## config.mk

```make
export PLATFORM = sky130hd
export DESIGN_NAME = song_reader_flat
export DESIGN_NICKNAME = d
export VERILOG_FILES = /design/src/rtl/song_reader_pkg.sv /design/src/rtl/song_reader_if.sv /design/src/rtl/dffr.sv /design/src/rtl/song_reader_song_rom.sv /design/src/rtl/song_reader.sv /design/src/flat_wrapper.sv
export SDC_FILE = /design/constraint.sdc
export NUM_CORES = 1
export LEC_CHECK = 0
export ABC_AREA = 1
export CAP_MARGIN = 10
export CORE_MARGIN = 2
export CORE_UTILIZATION = 39
export CTS_BUF_LIST = sky130_fd_sc_hd__clkbuf_8
export CTS_CLUSTER_SIZE = 12
export DETAILED_ROUTE_END_ITERATION = 16
export HOLD_SLACK_MARGIN = 0.1
export PLACE_DENSITY_LB_ADDON = 0.3
export SETUP_SLACK_MARGIN = 0.2
export SLEW_MARGIN = 10
export SYNTH_ARGS = -nofsm -noshare
export SYNTH_HDL_FRONTEND = slang
export SYNTH_SLANG_ARGS = --single-unit
```

## constraint.sdc

```tcl
create_clock -name clk -period 2.8 [get_ports clk]
set_input_delay 0.7 -clock clk [delete_from_list [all_inputs] [get_ports clk]]
set_output_delay 0.7 -clock clk [all_outputs]
set_load 0.01 [all_outputs]
```

## src/rtl/song_reader_pkg.sv

```systemverilog
// Shared definitions for the song reader: song-word field layout and FSM states.
package song_reader_pkg;

    localparam int ADV_BIT   = 15;
    localparam int NOTE_MSB  = 14;
    localparam int NOTE_LSB  = 9;
    localparam int DUR_MSB   = 8;
    localparam int DUR_LSB   = 2;
    localparam int BEATS_MSB = 8;
    localparam int BEATS_LSB = 3;

    localparam logic [15:0] END_MARKER = 16'h0000;

    typedef enum logic [2:0] {
        IDLE,
        FETCH,
        WAIT_ROM,
        PRESENT,
        WAIT_DONE,
        ADVANCE,
        END
    } state_t;

    function automatic logic is_end(input logic [15:0] word);
        return word == END_MARKER;
    endfunction

endpackage

```

## src/rtl/song_reader_if.sv

```systemverilog
// Play/song controls in, arranger note handshake out.
interface song_reader_if #(
    parameter int SONG_BITS = 2
);
    logic                 play;
    logic [SONG_BITS-1:0] song;
    logic                 note_done;
    logic [15:0]          note;
    logic                 new_note;
    logic                 song_done;

    modport master (
        output play, song, note_done,
        input  note, new_note, song_done
    );

    modport slave (
        input  play, song, note_done,
        output note, new_note, song_done
    );
endinterface

```

## src/rtl/dffr.sv

```systemverilog
// Generic register with synchronous active-low reset to INIT.
module dffr #(
    parameter int         W    = 1,
    parameter logic [W-1:0] INIT = '0
) (
    input  logic         clk,
    input  logic         reset,
    input  logic [W-1:0] d,
    output logic [W-1:0] q
);
    always_ff @(posedge clk) begin
        if (!reset) q <= INIT;
        else        q <= d;
    end
endmodule

```

## src/rtl/song_reader_song_rom.sv

```systemverilog
// Song ROM, one 16-bit word per {song, addr}; contents fixed by INIT.
module song_rom #(
    parameter int SONG_BITS = 2,
    parameter int ADDR_BITS = 5,
    parameter logic [(16 << (SONG_BITS + ADDR_BITS)) - 1:0] INIT = '0
) (
    input  logic                           clk,
    input  logic [SONG_BITS+ADDR_BITS-1:0] addr,
    output logic [15:0]                    dout
);
    always_ff @(posedge clk) begin
        dout <= INIT[int'(addr) * 16 +: 16];
    end
endmodule

```

## src/rtl/song_reader.sv

```systemverilog
// Walks a song ROM word by word, handing each word to the arranger
// and waiting for note_done before fetching the next.
module song_reader #(
    parameter int SONG_BITS = 2,
    parameter int ADDR_BITS = 5,
    parameter logic [(16 << (SONG_BITS + ADDR_BITS)) - 1:0] ROM_INIT = '0
) (
    input logic          clk,
    input logic          reset,
    song_reader_if.slave bus
);
    import song_reader_pkg::*;

    logic [2:0]           state_q;
    state_t               state, state_n;
    logic [ADDR_BITS-1:0] addr, addr_n;
    logic [SONG_BITS-1:0] cur_song, song_n;
    logic [15:0]          note, note_n, rom_data;
    logic                 song_chg;

    assign state = state_t'(state_q);

    dffr #(.W(3), .INIT(3'(IDLE))) u_state (
        .clk(clk), .reset(reset), .d(3'(state_n)), .q(state_q)
    );
    dffr #(.W(ADDR_BITS)) u_addr (
        .clk(clk), .reset(reset), .d(addr_n), .q(addr)
    );
    dffr #(.W(SONG_BITS)) u_song (
        .clk(clk), .reset(reset), .d(song_n), .q(cur_song)
    );
    dffr #(.W(16)) u_note (
        .clk(clk), .reset(reset), .d(note_n), .q(note)
    );

    song_rom #(
        .SONG_BITS(SONG_BITS),
        .ADDR_BITS(ADDR_BITS),
        .INIT     (ROM_INIT)
    ) u_rom (
        .clk (clk),
        .addr({cur_song, addr}),
        .dout(rom_data)
    );

    // A new song selection restarts the fetch from word 0 from any busy state.
    assign song_chg = (state != IDLE) && (bus.song != cur_song);

    always_comb begin
        state_n = state;
        addr_n  = addr;
        song_n  = cur_song;
        note_n  = note;
        if (song_chg) begin
            state_n = FETCH;
            addr_n  = '0;
            song_n  = bus.song;
        end else begin
            case (state)
                IDLE: begin
                    if (bus.play) begin
                        state_n = FETCH;
                        addr_n  = '0;
                        song_n  = bus.song;
                    end
                end
                FETCH:    state_n = WAIT_ROM;
                WAIT_ROM: begin
                    if (is_end(rom_data)) begin
                        state_n = END;
                    end else begin
                        note_n  = rom_data;
                        state_n = PRESENT;
                    end
                end
                PRESENT:   state_n = bus.note_done ? ADVANCE : WAIT_DONE;
                WAIT_DONE: if (bus.note_done) state_n = ADVANCE;
                ADVANCE: begin
                    if (&addr) begin
                        state_n = END;
                    end else if (bus.play) begin
                        addr_n  = addr + 1'b1;
                        state_n = FETCH;
                    end
                end
                END:     state_n = END;
                default: state_n = IDLE;
            endcase
        end
    end

    assign bus.note      = note;
    assign bus.new_note  = (state == PRESENT);
    assign bus.song_done = (state == END);

endmodule

```

## src/flat_wrapper.sv

```systemverilog
// flat-port wrapper written by rule: the top's interface ports become plain ports
module song_reader_flat import song_reader_pkg::*;
#(
    parameter int SONG_BITS = 2,
    parameter int ADDR_BITS = 5,
    parameter logic [(16 << (SONG_BITS + ADDR_BITS)) - 1:0] ROM_INIT = '0
)
  (clk, reset, bus_play, bus_song, bus_note_done, bus_note, bus_new_note, bus_song_done);
  song_reader_if #(.SONG_BITS(SONG_BITS)) bus_i ();
  input logic clk;
  input logic reset;
  input wire logic [$bits(bus_i.play)-1:0] bus_play;
  input wire logic [$bits(bus_i.song)-1:0] bus_song;
  input wire logic [$bits(bus_i.note_done)-1:0] bus_note_done;
  output wire logic [$bits(bus_i.note)-1:0] bus_note;
  output wire logic [$bits(bus_i.new_note)-1:0] bus_new_note;
  output wire logic [$bits(bus_i.song_done)-1:0] bus_song_done;
  assign bus_i.play = bus_play;
  assign bus_i.song = bus_song;
  assign bus_i.note_done = bus_note_done;
  assign bus_note = bus_i.note;
  assign bus_new_note = bus_i.new_note;
  assign bus_song_done = bus_i.song_done;
  song_reader #(.SONG_BITS(SONG_BITS), .ADDR_BITS(ADDR_BITS), .ROM_INIT(ROM_INIT)) u_core (.clk(clk), .reset(reset), .bus(bus_i));
endmodule
```

==> insert_results.sql <==
INSERT INTO impl_metrics (metric_group, metric, value, unit) VALUES
('pwr', 'power.total', '0.000682', 'W'),
('setup_path', 'timing.critical_path.slowest_stage_cell', 'clkdlybuf4s50_1', ''),
('setup_path', 'critical-path-max-stage-delay', '0.56', 'ns'),
('setup_path', 'critical_path_cell_sequence', 'inv_1 > nor3_1 > clkdlybuf4s50_1', ''),
('floorplan', 'io-pin-count', '24', ''),
('placed_design', 'dp_hpwl', '962', 'µm'),
('timing', 'tns_setup', '0', 'ns'),
('final_layout', 'layout.cells.non_filler', '145', ''),
('setup_path', 'worstPathArrival', '1.54', 'ns'),
('floorplan', 'fp.dieH', '48.1', 'µm'),
('logic_synthesis', 'post_synth_inst_count', '110', ''),
('logic_synthesis', 'seq_area_frac_synth', '26.4', '%'),
('logic_synthesis', 'yosys.area.top_type', 'dfxtp_1', ''),
('route', 'totalWireLength', '1.18', 'mm'),
('floorplan', 'fp.coreArea', '1780', 'µm²'),
('timing', 'min_period_over_period', '80.0', '%'),
('clock_tree', 'hold_fix_buffers_at_cts', '0', ''),
('timing', 'worst_clock_skew', '0.000995', 'ns'),
('logic_synthesis', 'synth.top_cell.area_share', '26.4', '%'),
('global_route', 'wire_length_of_the_first_global_routing_pass', '1.97', 'mm'),
('clock_tree', 'htree_num_levels', '1', ''),
('logic_synthesis', 'ys_dominant_reg_cell', 'dfxtp_1', ''),
('setup_path', 'critPathLaunchType', 'register', ''),
('timing', 'rsz_0062_raised_after_global_routing', 'no', ''),
('setup_path', 'setup.worst_path.class', 'register to output pin', ''),
('route', 'via_count', '607', ''),
('logic_synthesis', 'synth.ff_latch_count', '10', ''),
('pwr', 'irDropWorstVdd', '0.000363', 'V'),
('global_route', 'grtUsageTotal', '12.7', '%'),
('route', 'dr_iter_0_viols', '6', ''),
('pwr', 'pwr_density_cell', '803', 'nW/µm²'),
('clock_tree', 'cts.reportedPaths.clkPinSlew', '0.05', 'ns'),
('setup_path', 'worstSetupEndpointType', 'output pin', ''),
('clock_tree', 'cts_max_path_buffers', '2', ''),
('clock_tree', 'post_cts.repair.setup_buffers', '0', ''),
('timing', 'timing.fmax', '447', 'MHz'),
('timing', 'final-hold-violation-count', '0', ''),
('clock_tree', 'clock_insertion_delay_worst_skew', '0.24', 'ns'),
('global_route', 'grt_start_max_net_pins', '8', ''),
('logic_synthesis', 'post_synth_most_frequent_cells', 'nand2_1 (26), buf_4 (16), inv_1 (13)', ''),
('setup_path', 'maximum_fanout_encountered_on_the_critical_timing_path', '7', ''),
('floorplan', 'num_rows', '15', ''),
('logic_synthesis', 'ys_async_sr_fraction', '0', '%'),
('final_layout', 'insertedDiodeCount', '0', ''),
('route', 'final_antenna_net_count', '0', ''),
('global_route', 'grt_overflow', '0', ''),
('route', 'viasPerCell', '4.19', ''),
('placed_design', 'port-buffer-count', '7', ''),
('floorplan', 'floorplan.initialDensity', '42.5', '%'),
('floorplan', 'die_x', '48.1', 'µm'),
('clock_tree', 'cts_tree', 'built', ''),
('logic_synthesis', 'synthesis.area_per_instance', '6.88', 'µm²'),
('final_layout', 'area_delta_synth_final', '12.2', '%'),
('route', 'drt_pass1_iterations', '4', ''),
('logic_synthesis', 'synth.cell_area', '757', 'µm²'),
('placed_design', 'gp_congestion', '0.770', ''),
('run_status', 'run_status', 'completed', ''),
('route', 'detail_route.wl_per_cell', '8.16', 'µm'),
('final_layout', 'num-nets-final', '130', ''),
('logic_synthesis', 'yosys_warnings', '0', ''),
('clock_tree', 'clock_sink_count', '10', ''),
('clock_tree', 'post_cts_resized', '0', ''),
('final_layout', 'post_route_cells_drive_above_1_share', '14.2', '%'),
('worst_hold_path', 'hold_path.class', 'register to register', ''),
('floorplan', 'fp.dieArea', '2310', 'µm²'),
('logic_synthesis', 'synth.distinct_cells', '23', ''),
('timing', 'final_setup_viols', '0', ''),
('logic_synthesis', 'post-synth-top-count-cell', 'nand2_1', ''),
('global_route', 'first_global_vias', '521', ''),
('timing', 'fin_crit', '2.24', 'ns'),
('route', 'drcViolationCount', '0', ''),
('flow_run', 'max_cap_violations', '0', ''),
('placed_design', 'place.detailed.instances', '141', ''),
('clock_tree', 'cts-root-buf', 'clkbuf_8', ''),
('logic_synthesis', 'synth-edff-count', '0', ''),
('timing', 'drv_slew', '0', ''),
('global_route', 'initial_antenna_violation_count', '0', ''),
('pwr', 'p_leak', '0.392', 'nW'),
('clock_tree', 'cts_made_buffers', '3', ''),
('setup_path', 'critPathRequiredTime', '2.10', 'ns'),
('logic_synthesis', 'netlist_top_cells_area', 'dfxtp_1 (26%), buf_4 (16%), nand2_1 (13%)', '');
## cell type report
type                       instances  area [µm²]
inverter                          14        52.6
timing repair buffer               7        70.1
tap                               25        31.3
multi-input combinational         85         440
fill                             184         933
sequential                        10         200
clock buffer                       4        55.1
## routing by layer
| layer | vias to the layer above | track usage [%] | share of wire (%) |
|---|---|---|---|
| met4 | 0 | 9.73 | 3.6 |
| met3 | 5 | 2.26 | 4.4 |
| met2 | 18 | 20.5 | 45 |
| li1 | 330 | - | - |
| met5 | - | 0 | 0 |
| met1 | 254 | 14.5 | 47 |
## where the power goes
group | switching (W) | internal (W) | leakage, nW
Combinational | 0.000183 | 0.0000990 | 0.282
Sequential | 0.0000386 | 0.000180 | 0.0817
Clock | 0.0000573 | 0.000124 | 0.0288
## worst max-delay path: cells and delay by family, from the launching register on
kind,cells,cell delay [ns]
flops,1,0.46
simple gates,1,0.18
buf+inv,2,0.67
## cell usage in the layout, fill, tap and decap left out, types with 2 or more instances in the layout
cell type and instances:
nand2_2 3, nand3_2 2, a21oi_1 6, clkbuf_8 4, conb_1 16, a21oi_2 2, ha_1 3, dfxtp_1 10
nand3_1 6, inv_1 13, nor2_1 9, nand2_1 26, clkdlybuf4s50_1 7, o21ai_0 3
## cell families (layout without fill, tap and decap cells)
kind of cell | Yosys count | in the layout | synth area share, %
AOI/OAI and AO/OA | 13 | 13 | 10.2
adders and majority gates | 3 | 3 | 4.96
DFF | 10 | 10 | 26.4
other | 1 | 16 | 0.495
buffers and inverters | 30 | 25 | 22.8
and+or+nand+nor | 53 | 53 | 35.0
## stage by stage
step | instance area [µm²] | hold slack, ns | setup WS, ns | util [%]
floorplan | 813 | 0.447 | 1.27 | -
global placement | 795 | 0.457 | 0.835 | 44.6
detailed placement | 795 | 0.461 | 0.803 | 44.6
CTS | 850 | 0.490 | 0.548 | 47.6
global route | 850 | 0.508 | 0.448 | 47.6
finish | 850 | 0.487 | 0.561 | 47.6
## flip-flops by register name (all words and copies together) (netlist names)
register	flops
u_core.u_state.q	3
u_core.u_addr.q	5
u_core.u_song.q	2
## path summary, 6_finish.rpt
kind                                          start            endpoint  slack [ns]  cells past startpoint
worst max-delay path            u_core.u_state.q[1]       bus_song_done        0.56                      3
worst min-delay path             u_core.u_addr.q[3]  u_core.u_addr.q[3]        0.49                      2
worst max register to register   u_core.u_addr.q[0]  u_core.u_addr.q[3]        1.26                     10
worst min register to register   u_core.u_addr.q[3]  u_core.u_addr.q[3]        0.49                      2
Power figures use the tool's default switching activity.
==> edit: new RTL, same flow settings <==
`ADDR_BITS` is set to 5 in 3 places; all go to 3.
--- a/src/rtl/song_reader_song_rom.sv
+++ b/src/rtl/song_reader_song_rom.sv
@@ -1,7 +1,7 @@
 // Song ROM, one 16-bit word per {song, addr}; contents fixed by INIT.
 module song_rom #(
     parameter int SONG_BITS = 2,
-    parameter int ADDR_BITS = 5,
+    parameter int ADDR_BITS = 3,
     parameter logic [(16 << (SONG_BITS + ADDR_BITS)) - 1:0] INIT = '0
 ) (
     input  logic                           clk,
--- a/src/rtl/song_reader.sv
+++ b/src/rtl/song_reader.sv
@@ -2,7 +2,7 @@
 // and waiting for note_done before fetching the next.
 module song_reader #(
     parameter int SONG_BITS = 2,
-    parameter int ADDR_BITS = 5,
+    parameter int ADDR_BITS = 3,
     parameter logic [(16 << (SONG_BITS + ADDR_BITS)) - 1:0] ROM_INIT = '0
 ) (
     input logic          clk,
--- a/src/flat_wrapper.sv
+++ b/src/flat_wrapper.sv
@@ -2,7 +2,7 @@
 module song_reader_flat import song_reader_pkg::*;
 #(
     parameter int SONG_BITS = 2,
-    parameter int ADDR_BITS = 5,
+    parameter int ADDR_BITS = 3,
     parameter logic [(16 << (SONG_BITS + ADDR_BITS)) - 1:0] ROM_INIT = '0
 )
   (clk, reset, bus_play, bus_song, bus_note_done, bus_note, bus_new_note, bus_song_done);
Formal check against the unedited RTL: no difference found for any inputs over 10 cycles, from zero or initial values and one cycle with reset low; that may be too few to reach the edited logic, so the function may still have changed.
==> edit against the original RTL <==
- routed wire length decreased by 11%
- total power decreased by 12%
- clock power decreased by 25%
- setup slack got worse by 81 ps
- area after synthesis decreased by 13%
- sequential cell count decreased by 2
- final area decreased by 15%
- fmax decreased by 3.5%
==> edit: results (changes against the original RTL) <==
status=completed (unchanged); first-pass GRT wire length=1.64 mm (was 1.97 mm); Lkg Pwr=0.360 nW (was 0.392 nW); Netlist cell types=18 (was 23); Routed WL per cell=8.87 um (was 8.16 um); Cell Area, Placed=677 um2 (was 795 um2); biggest regs=u_core.u_addr.q x3, u_core.u_state.q x3, u_core.u_song.q x2 (was u_core.u_addr.q x5, u_core.u_state.q x3, u_core.u_song.q x2); global placer's final weighted congestion=0.695 (was 0.770); met2 GRT Util=17.7% (was 20.5%); sequential share of the synthesized area=24.3% (was 26.4%); utilization after layout=46.6% (was 47.6%); Post-Route WL=1.05 mm (was 1.18 mm); Worst R2R Path Depth=8 (was 10); final-stage net count=113 (was 130); crit path DAT=1620 ps (was 1540 ps); wire length on met2=501 um (was 536 um); end of the critical path=bus_new_note (was bus_song_done); dpl ws=724 ps (was 803 ps); via count=526 (was 607); number of fillers in the final layout=160 (was 184); hpwl dp=847 um (was 962 um); gr usage total=11.2% (was 12.7%); Peak VDD IR=0.368 mV (was 0.363 mV); R2R Setup Slk=1460 ps (was 1260 ps); M1 WL=475 um (was 551 um); ranking of synthesized cells by area=dfxtp_1 (24%), buf_4 (19%), nand2_1 (9.7%) (was dfxtp_1 (26%), buf_4 (16%), nand2_1 (13%)); grt met1 use=13.0% (was 14.5%); commonest cells in the netlist=buf_4 (17), nand2_1 (17), nor2_1 (11) (was nand2_1 (26), buf_4 (16), inv_1 (13)); vias in the first global route=435 (was 521); CP Max Fanout=9 (was 7); layout cell share with drive strength beyond 1=14.7% (was 14.2%); largest net degree at the start of global routing=10 (was 8); WL met3=54 um (was 52 um); reg-to-reg critical path endpoint=u_core.u_addr.q[0]$_SDFFE_PP0P_ (was u_core.u_addr.q[3]$_SDFFE_PP0P_); Peak Freq=431 MHz (was 447 MHz); worst hold margin=482 ps (was 487 ps)
==> edit: critical path, stage by stage (launching register included) <==
cell             delay, ps
dfxtp_1                550
inv_1                  110
nor3_1                 180
clkdlybuf4s50_1        560
==> edit: layout make-up <==
type / instances / area share (%)
timing repair buffer: 7 / 9.76
clock buffer: 3 / 5.75
sequential: 8 / 22.3
multi-input combinational: 75 / 54.7
tap: 16 / 2.79
inverter: 9 / 4.70
==> edit: worst min path at each step <==
stage | from | endpoint | cells past startpoint
2_1_floorplan | u_core.u_addr.q[1]$_SDFFE_PP0P_ | u_core.u_addr.q[1]$_SDFFE_PP0P_ | 2
3_3_place_gp | u_core.u_addr.q[1]$_SDFFE_PP0P_ | u_core.u_addr.q[1]$_SDFFE_PP0P_ | 2
3_5_place_dp | u_core.u_addr.q[1]$_SDFFE_PP0P_ | u_core.u_addr.q[1]$_SDFFE_PP0P_ | 2
4_1_cts | u_core.u_addr.q[1]$_SDFFE_PP0P_ | u_core.u_addr.q[1]$_SDFFE_PP0P_ | 2
5_1_grt | u_core.u_addr.q[1]$_SDFFE_PP0P_ | u_core.u_addr.q[1]$_SDFFE_PP0P_ | 2
6_report | u_core.u_addr.q[1]$_SDFFE_PP0P_ | u_core.u_addr.q[1]$_SDFFE_PP0P_ | 2
==> edit: power by group <==
part	leakage, nW	switching (W)	internal (W)
clock network	0.0216	0.0000435	0.0000930
logic	0.273	0.000174	0.000100
registers	0.0655	0.0000423	0.000146
total	0.360	0.000259	0.000339
==> edit: logic make-up after synthesis <==
group	count (synthesis)	synth area share, %
adder cells (fa/ha/maj)	3	5.70
other	1	0.570
buffers and inverters	26	24.5
AND/OR/NAND/NOR	49	38.8
flip-flops	8	24.3
AO/OA/AOI/OAI	7	6.08
